--- src/rtl/eic_irq_scheduler_if.sv ---
// Register port and core-side EIC handshake of the interrupt scheduler.
// master = software/core side, slave = the scheduler.
interface eic_irq_scheduler_if;
    logic [2:0]  reg_addr;
    logic        reg_we;
    logic [31:0] reg_wdata;
    logic [31:0] reg_rdata;
    logic        SI_IAck;
    logic [5:0]  SI_IVN;
    logic        SI_EICPresent;
    logic [7:0]  SI_Int;
    logic [5:0]  SI_EICVector;
    logic [16:0] SI_Offset;
    logic [3:0]  SI_EISS;

    modport master (
        output reg_addr, reg_we, reg_wdata, SI_IAck, SI_IVN,
        input  reg_rdata, SI_EICPresent, SI_Int, SI_EICVector, SI_Offset, SI_EISS
    );

    modport slave (
        input  reg_addr, reg_we, reg_wdata, SI_IAck, SI_IVN,
        output reg_rdata, SI_EICPresent, SI_Int, SI_EICVector, SI_Offset, SI_EISS
    );
endinterface

--- src/rtl/eic_irq_scheduler.sv ---
// External interrupt controller for a MIPS core in EIC mode: synchronises IRQ lines,
// latches edge/level events and presents the highest-priority unmasked line as RIPL/vector.
module eic_irq_scheduler #(
    parameter int          NUM_IRQ     = 8,
    parameter logic [16:0] OFFSET_BASE = 17'h100,
    parameter logic [16:0] OFFSET_STEP = 17'h10
) (
    input  logic               SI_ClkIn,
    input  logic               SI_Reset,
    input  logic [NUM_IRQ-1:0] irq_in,
    eic_irq_scheduler_if.slave bus
);
    localparam logic [2:0] REG_MASK    = 3'd0;
    localparam logic [2:0] REG_SENSE   = 3'd1;
    localparam logic [2:0] REG_PENDING = 3'd2;
    localparam logic [2:0] REG_RAW     = 3'd3;
    localparam logic [2:0] REG_ACTIVE  = 3'd4;

    logic [NUM_IRQ-1:0] sync1_q, sync_q, prev_q;
    logic [NUM_IRQ-1:0] mask_q, mask_d, sense_q, sense_d, pending_q, pending_d;
    logic [NUM_IRQ-1:0] ack_hit, clr, rise, cand, wdata_irq;
    logic [5:0]         vec_q, vec_d;
    logic [16:0]        offset_q, offset_d;
    logic               unused_wdata;

    assign wdata_irq    = bus.reg_wdata[NUM_IRQ-1:0];
    assign unused_wdata = ^bus.reg_wdata;

    // NOTE: every variable gets a default before any conditional update, so no latch is inferred.
    always_comb begin
        mask_d  = mask_q;
        sense_d = sense_q;
        if (bus.reg_we && bus.reg_addr == REG_MASK)  mask_d  = wdata_irq;
        if (bus.reg_we && bus.reg_addr == REG_SENSE) sense_d = wdata_irq;

        ack_hit = '0;
        for (int i = 0; i < NUM_IRQ; i++) begin
            ack_hit[i] = bus.SI_IAck && (bus.SI_IVN == 6'(i + 1));
        end
        clr  = ack_hit | ((bus.reg_we && bus.reg_addr == REG_PENDING) ? wdata_irq : '0);
        rise = sync_q & ~prev_q;
        // A rising edge is OR-ed in after the clear, so it wins over a coincident clear.
        pending_d = (sense_q & ((pending_q & ~clr) | rise)) | (~sense_q & sync_q);

        // An edge line being acknowledged this cycle must not be re-presented.
        cand  = pending_q & mask_q & ~(ack_hit & sense_q);
        vec_d = '0;
        for (int i = 0; i < NUM_IRQ; i++) begin
            if (cand[i]) vec_d = 6'(i + 1);
        end
        offset_d = OFFSET_BASE + 17'(vec_d) * OFFSET_STEP;
    end

    // NOTE: sequential state uses non-blocking assignments; reset is synchronous so it sits inside the clocked branch.
    always_ff @(posedge SI_ClkIn) begin
        if (SI_Reset) begin
            sync1_q   <= '0;
            sync_q    <= '0;
            prev_q    <= '0;
            mask_q    <= '0;
            sense_q   <= '0;
            pending_q <= '0;
            vec_q     <= '0;
            offset_q  <= '0;
        end else begin
            sync1_q   <= irq_in;
            sync_q    <= sync1_q;
            prev_q    <= sync_q;
            mask_q    <= mask_d;
            sense_q   <= sense_d;
            pending_q <= pending_d;
            vec_q     <= vec_d;
            offset_q  <= offset_d;
        end
    end

    always_comb begin
        bus.reg_rdata = '0;
        case (bus.reg_addr)
            REG_MASK:    bus.reg_rdata = 32'(mask_q);
            REG_SENSE:   bus.reg_rdata = 32'(sense_q);
            REG_PENDING: bus.reg_rdata = 32'(pending_q);
            REG_RAW:     bus.reg_rdata = 32'(sync_q);
            REG_ACTIVE:  bus.reg_rdata = 32'(vec_q);
            default:     bus.reg_rdata = '0;
        endcase
    end

    assign bus.SI_EICPresent = 1'b1;
    assign bus.SI_EISS       = 4'd0;
    assign bus.SI_Int        = {2'b00, vec_q};
    assign bus.SI_EICVector  = vec_q;
    assign bus.SI_Offset     = offset_q;

endmodule

--- src/flat_wrapper.sv ---
// flat-port wrapper written by rule: the top's interface ports become plain ports
module eic_irq_scheduler_flat 
#(
    parameter int          NUM_IRQ     = 8,
    parameter logic [16:0] OFFSET_BASE = 17'h100,
    parameter logic [16:0] OFFSET_STEP = 17'h10
)
  (SI_ClkIn, SI_Reset, irq_in, bus_reg_addr, bus_reg_we, bus_reg_wdata, bus_SI_IAck, bus_SI_IVN, bus_reg_rdata, bus_SI_EICPresent, bus_SI_Int, bus_SI_EICVector, bus_SI_Offset, bus_SI_EISS);
  eic_irq_scheduler_if bus_i ();
  input  logic SI_ClkIn;
  input  logic SI_Reset;
  input  logic [NUM_IRQ-1:0] irq_in;
  input wire logic [$bits(bus_i.reg_addr)-1:0] bus_reg_addr;
  input wire logic [$bits(bus_i.reg_we)-1:0] bus_reg_we;
  input wire logic [$bits(bus_i.reg_wdata)-1:0] bus_reg_wdata;
  input wire logic [$bits(bus_i.SI_IAck)-1:0] bus_SI_IAck;
  input wire logic [$bits(bus_i.SI_IVN)-1:0] bus_SI_IVN;
  output wire logic [$bits(bus_i.reg_rdata)-1:0] bus_reg_rdata;
  output wire logic [$bits(bus_i.SI_EICPresent)-1:0] bus_SI_EICPresent;
  output wire logic [$bits(bus_i.SI_Int)-1:0] bus_SI_Int;
  output wire logic [$bits(bus_i.SI_EICVector)-1:0] bus_SI_EICVector;
  output wire logic [$bits(bus_i.SI_Offset)-1:0] bus_SI_Offset;
  output wire logic [$bits(bus_i.SI_EISS)-1:0] bus_SI_EISS;
  assign bus_i.reg_addr = bus_reg_addr;
  assign bus_i.reg_we = bus_reg_we;
  assign bus_i.reg_wdata = bus_reg_wdata;
  assign bus_i.SI_IAck = bus_SI_IAck;
  assign bus_i.SI_IVN = bus_SI_IVN;
  assign bus_reg_rdata = bus_i.reg_rdata;
  assign bus_SI_EICPresent = bus_i.SI_EICPresent;
  assign bus_SI_Int = bus_i.SI_Int;
  assign bus_SI_EICVector = bus_i.SI_EICVector;
  assign bus_SI_Offset = bus_i.SI_Offset;
  assign bus_SI_EISS = bus_i.SI_EISS;
  eic_irq_scheduler #(.NUM_IRQ(NUM_IRQ), .OFFSET_BASE(OFFSET_BASE), .OFFSET_STEP(OFFSET_STEP)) u_core (.SI_ClkIn(SI_ClkIn), .SI_Reset(SI_Reset), .irq_in(irq_in), .bus(bus_i));
endmodule
--- config.mk ---
export PLATFORM = sky130hd
export DESIGN_NAME = eic_irq_scheduler_flat
export DESIGN_NICKNAME = d
export VERILOG_FILES = /design/src/rtl/eic_irq_scheduler_if.sv /design/src/rtl/eic_irq_scheduler.sv /design/src/flat_wrapper.sv
export SDC_FILE = /design/constraint.sdc
export NUM_CORES = 1
export LEC_CHECK = 0
export ABC_AREA = 1
export CELL_PAD_IN_SITES_DETAIL_PLACEMENT = 0
export CELL_PAD_IN_SITES_GLOBAL_PLACEMENT = 1
export CORE_ASPECT_RATIO = 2
export CORE_UTILIZATION = 29
export DETAILED_ROUTE_END_ITERATION = 8
export HOLD_SLACK_MARGIN = 0.15
export PLACE_DENSITY = 0.81
export SYNTH_ARGS = -nofsm -noshare
export SYNTH_HDL_FRONTEND = slang
export SYNTH_SLANG_ARGS = --single-unit
export TNS_END_PERCENT = 100
--- constraint.sdc ---
create_clock -name SI_ClkIn -period 2 [get_ports SI_ClkIn]
set_clock_uncertainty 0.2 [all_clocks]
set_input_delay 0.4 -clock SI_ClkIn [delete_from_list [all_inputs] [get_ports SI_ClkIn]]
set_output_delay 0.4 -clock SI_ClkIn [all_outputs]
set_load 0.01 [all_outputs]
# Word-level counts from Yosys, hierarchy flattened
# Index checks and enable logic that the tools add are counted.
[classes]
addsub = 1
n_reduce_logical = 12
eq_ne = 12
mux = 10
bitwise_logic = 14
[op_table]
columns = ["op", "count"]
rows = [
  ["$and 8x8->8", 7],
  ["$pmux 8 s5", 1],
  ["$not 8->8", 4],
  ["$eq 6x3->1 const B", 4],
  ["$or 8x8->8", 3],
  ["$eq 6x2->1 const B", 2],
  ["$mux 3", 4],
  ["$logic_and 1x1->1", 11],
  ["$add 9x8->10 const A", 1],
  ["$mux 8", 1],
  ["$eq 3x2->1 const B", 2],
  ["$eq 6x1->1 const B", 1],
  ["$eq 6x4->1 const B", 1],
  ["$mux 2", 2],
  ["$mux 4", 1],
  ["$eq 3x1->1 const B", 1],
  ["$eq 3x3->1 const B", 1],
  ["$logic_not 3->1", 1],
  ["$mux 1", 1],
]
[totals]
input_bits = 53
out_inout_bits = 68
regBits = 71

# Depth between registers and ports, before layout
# Gate-level depths: netlist of the first run.
[logic_depth]
word_depth = 14
mapped_depth = 12

# Worst setup path after synthesis of the first run
# Ideal clock, no wire load.
[synth_path]
kind = "input to output"
from = "input bus_reg_addr[2]"
to = "output bus_reg_rdata[4]"
slack_ns = 0.184
arrival_time_ns = 1.216
cell_stages = 5
n_path_buf = 2
cell_sequence = "buf_4 -> nor3_2 -> buf_6 -> nand2_1 -> o2111ai_1"
[synth_via]
elab_chain_len = 2
[synth_rtl]
columns = ["element", "line_no", "rtl"]
rows = [
  ["from (decl)", "flat_wrapper.sv:13", "input wire logic [$bits(bus_i.reg_addr)-1:0] bus_reg_addr;"],
  ["$eq 3x3->1 (tied with other cells)", "eic_irq_scheduler.sv:79", "case (bus.reg_addr)"],
  ["$pmux 8 s5 *", "eic_irq_scheduler.sv:79", ""],
  ["to (decl)", "flat_wrapper.sv:18", "output wire logic [$bits(bus_i.reg_rdata)-1:0] bus_reg_rdata;"],
]
# Every way passes the cells marked *; elsewhere a longest branch is shown, timed or not.

# Final worst setup path of the first run
[layout_path]
from = "input bus_reg_addr[1]"
to = "output bus_reg_rdata[3]"
# The elaborated chain is that of the path after synthesis.

==> results of run 1 <==
-- synthesized netlist by cell type, drive strengths merged --
master,instances
a32o,1
o21ai,6
o2111ai,7
a221o,1
clkbuf,4
or2,1
a221oi,2
nor2,37
a21oi,20
nand3,34
o211ai,3
o22ai,1
o31ai,3
nor3,5
nand4,3
conb,2
nor4,1
clkinv,1
dfxtp,53
buf,62
inv,45
nand2,80
-- layer usage --
layer / wire (um) / up-vias / track usage [%]
met2: 3996 / 100 / 29.50
met1: 2576 / 1125 / 15.13
li1: - / 1254 / -
met4: 338 / 0 / 9.579
met5: 0 / - / 0
met3: 355 / 16 / 2.518
-- critical path: cells and delay by family --
| kind | cells | cell delay, ps |
|---|---|---|
| buffers and inverters | 6 | 680 |
| AOI/OAI and AO/OA | 1 | 200 |
| and+or+nand+nor | 2 | 140 |
-- power by group through the flow --
stage                     registers [W]  logic, W  clock network [W]
final                           0.00110  0.000330           0.000853
after floorplan                 0.00112  0.000208                  0
after CTS                       0.00110  0.000332           0.000879
after global placement          0.00113  0.000287                  0
after global routing            0.00111  0.000358           0.000919
after detailed placement        0.00113  0.000289                  0
-- state kept, by name (all words and copies together), names as in the netlist --
name and cells:
u_core.prev_q 8, u_core.bus.SI_EICVector 3, u_core.sync_q 8, u_core.sense_q 8
u_core.bus.SI_Offset 2, u_core.sync1_q 8, u_core.mask_q 8, u_core.pending_q 8
-- kinds of logic after synthesis --
group,count (synthesis),synth area share [%]
buffers and inverters,112,23.64
other,2,0.2723
AOI/OAI and AO/OA,44,10.57
DFF,53,38.48
and+or+nand+nor,161,27.04
-- what timing repair did --
action / CTS / global route
buffers inserted: 9 / 4
cloned: 2 / 0
pin swaps: 10 / 9
endpoints found under the setup margin: 8 / 9
resized for setup: 76 / 12
-- per-stage QoR --
step | hold WS (ps) | setup slack, ps | std cells
after floorplan | 188.3 | 184.0 | 417
final | 197.2 | -20.98 | 561
after global routing | 212.8 | -67.89 | 561
after CTS | 202.7 | -44.38 | 560
after global placement | 188.7 | -916.4 | 542
after detailed placement | 193.1 | -929.0 | 542
-- area by class of cell --
cell class	count	area, sq um
Fill cell	932	5544
Multi-Input combinational cell	252	1315
Sequential cell	53	1061
Timing Repair Buffer	98	949.7
Inverter	46	177.7
Tap cell	104	130.1
Clock buffer	6	128.9
Clock inverter	2	15.01
-- worst max-delay path by stage --
stage | cells past startpoint | slack (ps) | end
global route | 9 | -70 | bus_reg_rdata[3]
finish | 9 | -20 | bus_reg_rdata[3]
CTS | 9 | -40 | bus_reg_rdata[3]
detailed placement | 6 | -930 | bus_reg_rdata[6]
global placement | 6 | -920 | bus_reg_rdata[5]
floorplan | 5 | 180 | bus_reg_rdata[4]
==> flow_summary_export.csv, run 1 <==
group,metric,value,unit
pwr,leakagePower,1.659,nW
die,fp.dieH,139.9,um
place,io_buffer_count,49,
route,wirelength,7267,um
final_layout,layout.nets,509,
place,placed_area,3403,sq um
clocking,cts_tree,"built",
setup_path,end_kind,"output pin",
setup_path,rrSetupSlack,760,ps
route,ant_nets,0,
yosys,syn_inst,372,
route,vias,2495,
outcome,outcome,"complete, but fails checks",
setup_path,worstSetupStartpoint,"bus_reg_addr[1]",
pwr,p_int,0.001702,W
yosys,synth_area_leaders,"dfxtp_1, buf_4, nand2_1",
die,die_w,70.96,um
grt,grt_max_degree,48,
grt,grt_pass1_wl,11570,um
outcome,violations,"DRC, setup timing",
final_layout,final_common_cell,"nand2_1",
pwr,irDropWorstVdd,0.3535,mV
grt,grt_overflow_total,0,
clocking,cts_num_sinks,53,
yosys,synth_area,2758,sq um
clocking,cts_max_level,2,
setup_path,r2r.worst_path.cells,7,
die,ioPinCount,121,
timing,drv_slew,0,
place,dpl.hpwl,5080,um
route,drt_iter0_markers,153,
timing,fmax,494.8,MHz
final_layout,design_area,3777,sq um
setup_path,critPathLaunchType,"primary input",
setup_path,r2r_start,"u_core.sense_q[4]$_SDFFE_PP0P_",
min_path,worst_hold_startpoint,"u_core.sync1_q[7]$_SDFF_PP0_",
timing,worst_slack,-20.98,ps
yosys,synth_top_area_share,38.48,%
setup_path,crit_fanout,8,
setup_path,cp_slowest_cell,"a221oi_2",
timing,setup_violations,2,
yosys,avgSynthCellArea,7.413,sq um
clocking,path_clk_slew,70,ps
setup_path,critical-path-max-stage-delay,200,ps
final_layout,syn2layout_area_growth,36.98,%
clocking,cts_root_buf,"clkbuf_16",
job,maxCapViolCount,0,
route,avgViaCountPerCell,4.447,
die,dieArea,9927,sq um
timing,finalCritPeriodShare,101.0,%
die,start_util,29.58,%
setup_path,cp.arrival,1420,ps
pwr,power.density,605.7,nW/um^2
clocking,cts_max_path_buffers,2,
grt,track_usage,15.54,%
timing,tns,-21.86,ps
final_layout,fin_util,40.52,%
final_layout,antennaDiodeCount,0,
pwr,finalPower,0.002288,W
yosys,yosys_register_bits,53,
place,gp_congestion,0.8013,
setup_path,cp_data_required_time,1400,ps
timing,hold_violations,0,
min_path,min_to,"u_core.sync_q[7]$_SDFF_PP0_",
pwr,seqPwrFrac,48.3,%
yosys,synth_area_leader_cell,"dfxtp_1",
grt,antenna_found_initial,0,
yosys,synth-seq-area-share,38.48,%
yosys,synth_cell_type_count,33,
pwr,p_comb_share,14.4,%
route,drc,3,
grt,grt_pass1_vias,2302,
final_layout,drive_gt1_share,22.98,%
die,num_rows,50,
timing,timing.final.crit_period,2021,ps
route,drt_first_pass_iters,8,
pwr,p_clk_share,37.3,%
min_path,hp-class,"reg2reg",
setup_path,crit_type,"in2out",
setup_path,cp_cell_sequence,"buf_8, inv_4, buf_6, nor3_4, buf_12, buf_4, a221oi_2, nand3_1, buf_2",
min_path,min_path_cells,2,
timing,rsz0062_at_grt,"true",
pwr,power_switching,0.0005862,W
clocking,hold_buffers,0,
route,wire_per_inst,12.95,um
clocking,numCtsBuffers,5,
die,core,9321,sq um
clocking,clk_latency,300,ps
yosys,ys_warn_count,0,
setup_path,timing.rr.end,"u_core.bus.SI_EICVector[1]$_SDFF_PP0_",
pwr,swShare,25.62,%
final_layout,layout_common_cells,"nand2_1, dfxtp_1, conb_1",
Note: power is estimated with default switching activity, not from simulation.
==> inputs of run 2 (changes only) <==
Settings changed: CORE_UTILIZATION 29 to 26, CTS_CLUSTER_DIAMETER set to 50, PLACE_DENSITY 0.81 to 0.77.
Clock period 2 ns to 1.8 ns, I/O delays scaled along.
==> flow_summary_export.csv, run 2 (synthesis gave the netlist of run 1 again) <==
group,metric,value,unit
timing,timing.final.crit_period,1899,ps
grt,grt_overflow_total,0,
place,dpl.cell_count,594,
clocking,cts_root_buf,"clkbuf_16",
pwr,irDropWorstVdd,0.4670,mV
pwr,leakagePower,1.847,nW
die,start_util,27.00,%
clocking,numCtsBuffers,5,
pwr,power_switching,0.0006446,W
clocking,hold_buffers,0,
grt,grt_pass1_wl,11600,um
route,wirelength,7541,um
final_layout,num-fill-cells,1069,
timing,worst_slack,-99.33,ps
final_layout,regArea,1061,sq um
die,core,10210,sq um
final_layout,layout.nets,532,
final_layout,layout_common_cells,"nand2_1, buf_4, dfxtp_1",
clocking,cts_max_level,2,
setup_path,crit_type,"in2out",
place,io_buffer_count,49,
route,vias,2617,
pwr,finalPower,0.002547,W
final_layout,fin_util,38.90,%
pwr,p_comb_share,15.2,%
route,drt_iter0_markers,131,
route,wire_per_inst,12.26,um
setup_path,cp_data_required_time,1240,ps
timing,finalCritPeriodShare,105.5,%
place,dp_slack,-1090,ps
clocking,path_clk_slew,60,ps
timing,drv_slew,0,
die,num_rows,52,
final_layout,syn2layout_area_growth,44.10,%
clocking,cts_max_path_buffers,2,
clocking,clk_latency,290,ps
final_layout,multiInputGateArea,1336,sq um
grt,track_usage,14.04,%
die,fp.dieH,147.6,um
clocking,cts_num_sinks,53,
route,drc,0,
setup_path,cp.arrival,1340,ps
grt,grt_pass1_vias,2462,
clocking,cts_tree,"built",
outcome,outcome,"complete, but fails checks",
timing,hold_violations,0,
final_layout,fin_cells,615,
final_layout,final_common_cell,"nand2_1",
final_layout,drive_gt1_share,27.50,%
pwr,seqPwrFrac,48.1,%
pwr,p_int,0.001903,W
die,die_w,74.82,um
timing,fmax,526.5,MHz
min_path,hp-class,"reg2reg",
timing,setup_violations,8,
route,ant_nets,0,
timing,rsz0062_at_grt,"true",
setup_path,crit_fanout,5,
place,dpl.hpwl,5499,um
die,dieArea,11050,sq um
route,drt_first_pass_iters,5,
pwr,p_clk_share,36.7,%
setup_path,critPathLaunchType,"primary input",
final_layout,antennaDiodeCount,0,
grt,grt_max_degree,38,
pwr,power.density,641.0,nW/um^2
timing,tns,-640.1,ps
setup_path,end_kind,"output pin",
die,ioPinCount,121,
outcome,violations,"setup timing",
pwr,swShare,25.31,%
place,gp_congestion,0.8694,
route,avgViaCountPerCell,4.255,
job,maxCapViolCount,0,
grt,antenna_found_initial,0,
==> run 2: cell count changes in the layout (fill, tap and decap cells not counted), sizes merged <==
cell / change
dlymetal6s2s: +2
clkinvlp: -1
buf: +23
bufbuf: -1
clkbuf: +2
dlygate4sd2: +14
clkdlybuf4s50: -16
==> run 2: cell type report <==
class	count	share of cell area (%)
inverter	46	4.471
clock buffer	7	3.338
timing repair buffer	121	27.42
tap	135	4.251
sequential	53	26.70
multi-input combinational	252	33.63
clock inverter	1	0.1889
==> run 2: stage by stage <==
step | hold WS, ps | instance area [sq um]
after CTS | 202.7 | 3826
final | 201.4 | 3974
after floorplan | 188.3 | 2927
after global placement | 190.4 | 3587
after detailed placement | 193.6 | 3587
after global routing | 221.3 | 3974
==> run 2: power groups by stage <==
stage | logic, W | clock network, W | registers, W
after CTS | 0.000365 | 0.000970 | 0.00122
after floorplan | 0.000231 | 0 | 0.00125
after global placement | 0.000340 | 0 | 0.00125
after global routing | 0.000421 | 0.00101 | 0.00123
final | 0.000388 | 0.000935 | 0.00122
after detailed placement | 0.000344 | 0 | 0.00125
==> run 2: timing repair <==
item | CTS | global route
gates cloned | 1 | 1
pin swaps | 11 | 13
endpoints found under the setup margin | 40 | 12
resized for setup | 88 | 28
buffers inserted | 8 | 4
==> run 2: worst max-delay path, stage by stage <==
cell,delay [ps]
buf_8,90
buf_6,90
nor3_4,40
buf_6,130
buf_6,120
a221oi_2,250
o21ai_1,110
buf_2,150
==> run 2: path summary, 6_finish.rpt <==
path	slack, ps	start	end	cells past startpoint
min reg2reg	200	u_core.sync1_q[3]$_SDFF_PP0_	u_core.sync_q[3]$_SDFF_PP0_	2
min	200	u_core.sync1_q[3]$_SDFF_PP0_	u_core.sync_q[3]$_SDFF_PP0_	2
max	-100	bus_reg_addr[2]	bus_reg_rdata[0]	8
max reg2reg	510	u_core.pending_q[0]$_SDFF_PP0_	u_core.bus.SI_EICVector[0]$_SDFF_PP0_	11
==> run 2: layer usage <==
layer | track usage, % | wire length (um)
met3 | 1.909 | 383
met4 | 7.642 | 275
met5 | 0 | 0
met1 | 13.92 | 2709
met2 | 26.49 | 4172
==> inputs of run 3 (changes only) <==
Settings changed: GPL_ROUTABILITY_DRIVEN set to 1.
==> results of run 3 <==
The final DEF is identical to that of run 2; final timing and power are the same.
